`config.mk`:
```
export PLATFORM = sky130hd
export DESIGN_NAME = fifo_rd_ctrl
export DESIGN_NICKNAME = d
export VERILOG_FILES = /design/src/rtl/fifo_rd_ctrl_pkg.sv /design/src/rtl/fifo_rd_ctrl_gray2bin.sv /design/src/rtl/fifo_rd_ctrl.sv
export SDC_FILE = /design/constraint.sdc
export NUM_CORES = 1
export LEC_CHECK = 0
export CORE_ASPECT_RATIO = 2
export CORE_MARGIN = 5
export CORE_UTILIZATION = 55
export CTS_BUF_LIST = sky130_fd_sc_hd__clkbuf_16
export CTS_CLUSTER_SIZE = 30
export DETAILED_ROUTE_END_ITERATION = 8
export DONT_BUFFER_PORTS = 1
export HOLD_SLACK_MARGIN = 0.05
export PLACE_DENSITY = 0.69
export SETUP_SLACK_MARGIN = 0.05
export SLEW_MARGIN = 20
export SYNTH_ARGS = -nofsm -noshare
export SYNTH_HDL_FRONTEND = slang
export SYNTH_SLANG_ARGS = --single-unit
```
`constraint.sdc`:
```
create_clock -name sys_clk -period 3.2 [get_ports sys_clk]
set_input_delay 0.96 -clock sys_clk [delete_from_list [all_inputs] [get_ports sys_clk]]
set_output_delay 0.96 -clock sys_clk [all_outputs]
set_load 0.02 [all_outputs]
```
`src/rtl/fifo_rd_ctrl_pkg.sv`:
```
// Shared constants for the asynchronous FIFO read/write controllers.
package fifo_rd_ctrl_pkg;

  // Default pointer width: MSB is the wrap bit, RAM depth is 2^(width-1)
  localparam int unsigned FIFO_PTR_WIDTH = 8;

  // Cycles from an accepted read to valid RAM data
  localparam int unsigned RD_LATENCY = 1;

  // Value the empty flag takes while in reset
  localparam logic EMPTY_RST_VAL = 1'b1;

endpackage

```
`src/rtl/fifo_rd_ctrl_gray2bin.sv`:
```
// Gray-to-binary converter: each binary bit is the XOR of all Gray bits at
// or above it. Pure combinational, inverse of the write-side bin2gray.
module fifo_rd_ctrl_gray2bin #(
  parameter int WIDTH = 8
) (
  input  logic [WIDTH-1:0] gray,
  output logic [WIDTH-1:0] bin
);

  // Prefix XOR from the MSB downwards
  always_comb begin
    bin = {WIDTH{1'b0}};
    for (int i = 0; i < WIDTH; i++) begin
      bin[i] = ^(gray >> i);
    end
  end

endmodule

```
`src/rtl/fifo_rd_ctrl.sv`:
```
// Read-side controller of the asynchronous FIFO. Synchronises the Gray write
// pointer into the read domain, owns the read pointer and produces empty,
// read address, read-valid strobe and occupancy, all from registers.
module fifo_rd_ctrl
  import fifo_rd_ctrl_pkg::*;
#(
  parameter int WIDTH = FIFO_PTR_WIDTH
) (
  input  logic             sys_clk,
  input  logic             sys_rst,
  input  logic [WIDTH-1:0] wr_ptr_gray,
  input  logic             rd_en,
  output logic [WIDTH-2:0] rd_addr,
  output logic             rd_valid,
  output logic             empty,
  output logic [WIDTH-1:0] rd_ptr_gray,
  output logic [WIDTH-1:0] rd_level
);

  logic [WIDTH-1:0] wr_sync1_r;
  logic [WIDTH-1:0] wr_sync2_r;
  logic [WIDTH-1:0] wr_bin_sync_s;
  logic [WIDTH-1:0] rd_ptr_bin_r;
  logic [WIDTH-1:0] rd_ptr_gray_r;
  logic [WIDTH-1:0] rd_bin_next_s;
  logic [WIDTH-1:0] rd_gray_next_s;
  logic [WIDTH-1:0] rd_level_r;
  logic             accept_s;
  logic             rd_valid_r;
  logic             empty_r;

  function automatic logic [WIDTH-1:0] bin2gray_f(input logic [WIDTH-1:0] b);
    return b ^ (b >> 1);
  endfunction

  // Write pointer back to binary for the occupancy subtraction
  fifo_rd_ctrl_gray2bin #(.WIDTH(WIDTH)) u_gray2bin (
    .gray (wr_sync2_r),
    .bin  (wr_bin_sync_s)
  );

  // Read acceptance and the post-accept pointer in both encodings
  always_comb begin
    accept_s      = 1'b0;
    rd_bin_next_s = rd_ptr_bin_r;
    accept_s      = rd_en & ~empty_r;
    if (accept_s) begin
      rd_bin_next_s = rd_ptr_bin_r + {{(WIDTH-1){1'b0}}, 1'b1};
    end else begin
      rd_bin_next_s = rd_ptr_bin_r;
    end
    rd_gray_next_s = bin2gray_f(rd_bin_next_s);
  end

  // Two-flop synchroniser for the Gray write pointer, no logic in between
  always_ff @(posedge sys_clk) begin
    if (sys_rst) begin
      wr_sync1_r <= {WIDTH{1'b0}};
      wr_sync2_r <= {WIDTH{1'b0}};
    end else begin
      wr_sync1_r <= wr_ptr_gray;
      wr_sync2_r <= wr_sync1_r;
    end
  end

  // Read pointer, kept in binary for addressing and in Gray for the write side
  always_ff @(posedge sys_clk) begin
    if (sys_rst) begin
      rd_ptr_bin_r  <= {WIDTH{1'b0}};
      rd_ptr_gray_r <= {WIDTH{1'b0}};
    end else begin
      rd_ptr_bin_r  <= rd_bin_next_s;
      rd_ptr_gray_r <= rd_gray_next_s;
    end
  end

  // Flags and level judged on the post-accept pointer so the last read
  // raises empty on its own edge and no extra read can slip through
  always_ff @(posedge sys_clk) begin
    if (sys_rst) begin
      rd_valid_r <= 1'b0;
      empty_r    <= EMPTY_RST_VAL;
      rd_level_r <= {WIDTH{1'b0}};
    end else begin
      rd_valid_r <= accept_s;
      empty_r    <= (rd_gray_next_s == wr_sync2_r);
      rd_level_r <= wr_bin_sync_s - rd_bin_next_s;
    end
  end

  assign rd_addr     = rd_ptr_bin_r[WIDTH-2:0];
  assign rd_valid    = rd_valid_r;
  assign empty       = empty_r;
  assign rd_ptr_gray = rd_ptr_gray_r;
  assign rd_level    = rd_level_r;

endmodule

```
==> key figures <==
Status
  • Status: complete, no violations

Yosys
  • Number of synthesized flops with an enable pin: 0
  • Synth cell types: 43
  • Syn avg cell area: 9.98 um^2
  • Ys flop type: dfxtp_1
  • Top cells by area, synth: dfxtp_1 (40%), xnor2_1 (11%), nor2b_1 (6.2%), nor2_1 (4.4%), xor2_1 (3.9%)
  • Synthesis-stage register bit count: 41
  • Leading area contributor after synthesis: dfxtp_1
  • Asr flop ratio synth: 0
  • Synthesized cell area: 2030 um^2
  • Net Count, Synth: 220
  • Synth warn: 0
  • Sequential cell area fraction in the yosys report: 0.405
  • Top cell type's share of synthesized area: 0.405
  • Syn Inst Count: 203

Layout
  • FF/Latch Area: 825 um^2
  • N_diodes: 0
  • Commonest non-fill, non-tap cell in the layout: dfxtp_1
  • Most frequent cells in the layout: dfxtp_1 (38), nor2_1 (24), xnor2_1 (23)
  • Finished Layout Cells: 260
  • Core Util, Final: 0.626
  • Layout cell share with drive strength beyond 1: 0.175
  • Fillers: 313
  • Design Area, Final: 2260 um^2
  • Area growth from synthesis to layout: 11.5%
  • Final nets: 228
  • Area of the multi-input gates: 1150 um^2

STA
  • Slew @ Worst Pin: 504 ps
  • Tcrit/Tclk final: 0.933
  • Final setup margin: 214 ps
  • Min cycle time layout: 2990 ps
  • Unrepaired setup endpoints after global routing: no
  • Slew Viols, Final: 0
  • Hold_ws: 434 ps
  • Max Fclk: 335 MHz
  • Final Hold Violating Endpoints: 0
  • Worst Skew: 2.68 ps
  • Final setup fails: 0
  • Slew HR: 0.662

Pwr
  • Worst VDD drop: 0.411 mV
  • Pint: 960 uW
  • Sw Ratio: 0.274
  • Power density over the cells: 586 nW/um^2
  • Clock power frac: 0.338
  • Psw: 363 uW
  • Lkg Pwr: 0.000924 uW
  • Power share of the combinational group: 0.200
  • Flop pwr share: 0.462

Clock network
  • TritonCTS Buffers: 5
  • Clock Latency Late Sink: 280 ps
  • Clock sink count: 41
  • Max Root-Sink Buffers: 2
  • Clock transition at path regs: 50 ps
  • H-Tree Depth: 2
  • TritonCTS clock tree: built
  • CTS root buf: clkbuf_16

Global route
  • GR Overflow Total: 0
  • Global-route wire length before repair: 6390 um
  • Largest net degree at the start of global routing: 42
  • GRT Overall Usage: 0.172
  • Initial antenna violation count: 0
  • Vias in the first global route: 1,423

Worst hold path
  • Tightest Hold Check Type: reg2reg

Detailed routing
  • DRT Wirelength: 3830 um
  • DR DRC count: 0
  • 1st-iter DRT viols: 36
  • Via count: 1,382
  • Wirelength per Cell: 14.7 um
  • Via density: 5.32
  • Antenna-violating nets left: 0
  • First-pass DRT Iterations: 4

Critical path
  • Worst Path Max Fanout: 5
  • CP required: 3370 ps
  • Reg-to-reg setup timing slack: 210 ps
  • CP Cell Sequence: xnor2_2 > xnor3_2 > xnor2_1 > ha_1 > fa_1 > nor2b_2 > nand3b_1 > a31oi_1 > o21ai_0 > a21oi_1 > nor3b_2
  • Slowest cell on crit path: xnor3_2
  • Crit Path Class: reg2reg
  • CP max stage delay: 460 ps
  • Family with the most delay on the worst path: XOR/XNOR gates
  • Crit end category: flip-flop
  • Startpoint types: flip-flop
  • WP buf/inv: 0
  • Crit path DAT: 3150 ps

Floorplan
  • Chip Width: 52.9 um
  • # rows: 31
  • Core footprint: 3610 um^2
  • Chip height: 95.9 um
  • Initial Util: 0.562
  • Number of top-level pins: 36
  • Area of the die: 5070 um^2

Run
  • # Max-Cap Violations: 0

Place
  • Placed cell areas: 2080 um^2
  • Dpl cells: 251
  • Pre-CTS setup slack: -29.2 ps
  • Port Buffer Count: 0
  • Dpl hpwl: 2970 um
  • Final RePlAce weighted congestion: 0.824
## repair_timing
action,CTS,global route
gates resized for setup,4,3
gates cloned,0,0
endpoints found under the setup margin,1,1
pin swaps,0,2
hold buffers,0,0
buffers inserted,0,2
## state kept, by name (all words and copies together), names as in the netlist
name / count
rd_level: 8
rd_ptr_bin_r: 8
wr_sync1_r: 8
wr_sync2_r: 8
rd_ptr_gray: 7
empty: 1
rd_valid: 1
## synthesized netlist by cell type, types with 3 or more instances
master,n
xnor2_1,26
dfxtp_1,41
a21oi_1,7
ha_1,5
clkbuf_1,3
o21ai_0,6
inv_1,6
nand2_1,6
xor2_1,9
buf_6,4
nor2_1,24
nand3b_1,3
nor2b_1,20
nand4_1,4
nand3_1,4
a31oi_1,5
## worst register-to-register path: cells and delay by family, from the launching register on
family	cells	cell delay [ps]
compound gates	3	530
fa+ha+maj	2	650
xor+xnor	3	930
simple gates	3	390
flops	1	370
## power groups by stage
stage | combinational [uW] | clock, uW | sequential, uW
finish | 264 | 447 | 612
global placement | 242 | 0 | 623
floorplan | 206 | 0 | 617
detailed placement | 255 | 0 | 624
CTS | 259 | 456 | 613
global route | 294 | 477 | 617
## kinds of logic (layout without fill, tap and decap cells)
family                   after synthesis  after routing  share of synthesized area
AO/OA/AOI/OAI                         25             25                     0.0796
multiplexers                           2              2                     0.0105
XOR/XNOR                              40             40                      0.204
adder cells (fa/ha/maj)                6              6                     0.0407
AND/OR/NAND/NOR                       75             75                      0.219
buffers and inverters                 14             22                     0.0414
flip-flops                            41             41                      0.405
## stage by stage
step	setup TNS [ps]	total power (uW)
final	0	1320
after global routing	0	1390
after CTS	0	1330
after detailed placement	-29.2	878
after global placement	0	865
after floorplan	0	822
## worst paths after layout
kind / start / end / depth (start not counted)
setup / recovery: wr_sync2_r[4] / rd_level[6] / 11
hold / removal: wr_sync1_r[0] / wr_sync2_r[0] / 1
setup reg to reg: wr_sync2_r[4] / rd_level[6] / 11
hold reg to reg: wr_sync1_r[0] / wr_sync2_r[0] / 1
## cell type report
class	count	share of cell area
repair buffers	9	0.0299
clock inverters	2	0.00332
well taps	49	0.0271
inverters	6	0.00997
multi-input cells	148	0.509
flip-flops and latches	41	0.365
clock buffers	5	0.0554
## metal layers
metal | routed length, um | up-vias | global-route usage | share of wire
li1 | - | 684 | - | -
met1 | 1380 | 657 | 0.162 | 0.36
met2 | 2170 | 34 | 0.335 | 0.57
met3 | 218 | 7 | 0.0450 | 0.057
met4 | 67 | 0 | 0.0640 | 0.017
met5 | 0 | - | 0 | 0
No activity file was read; power rests on OpenSTA's default activity.
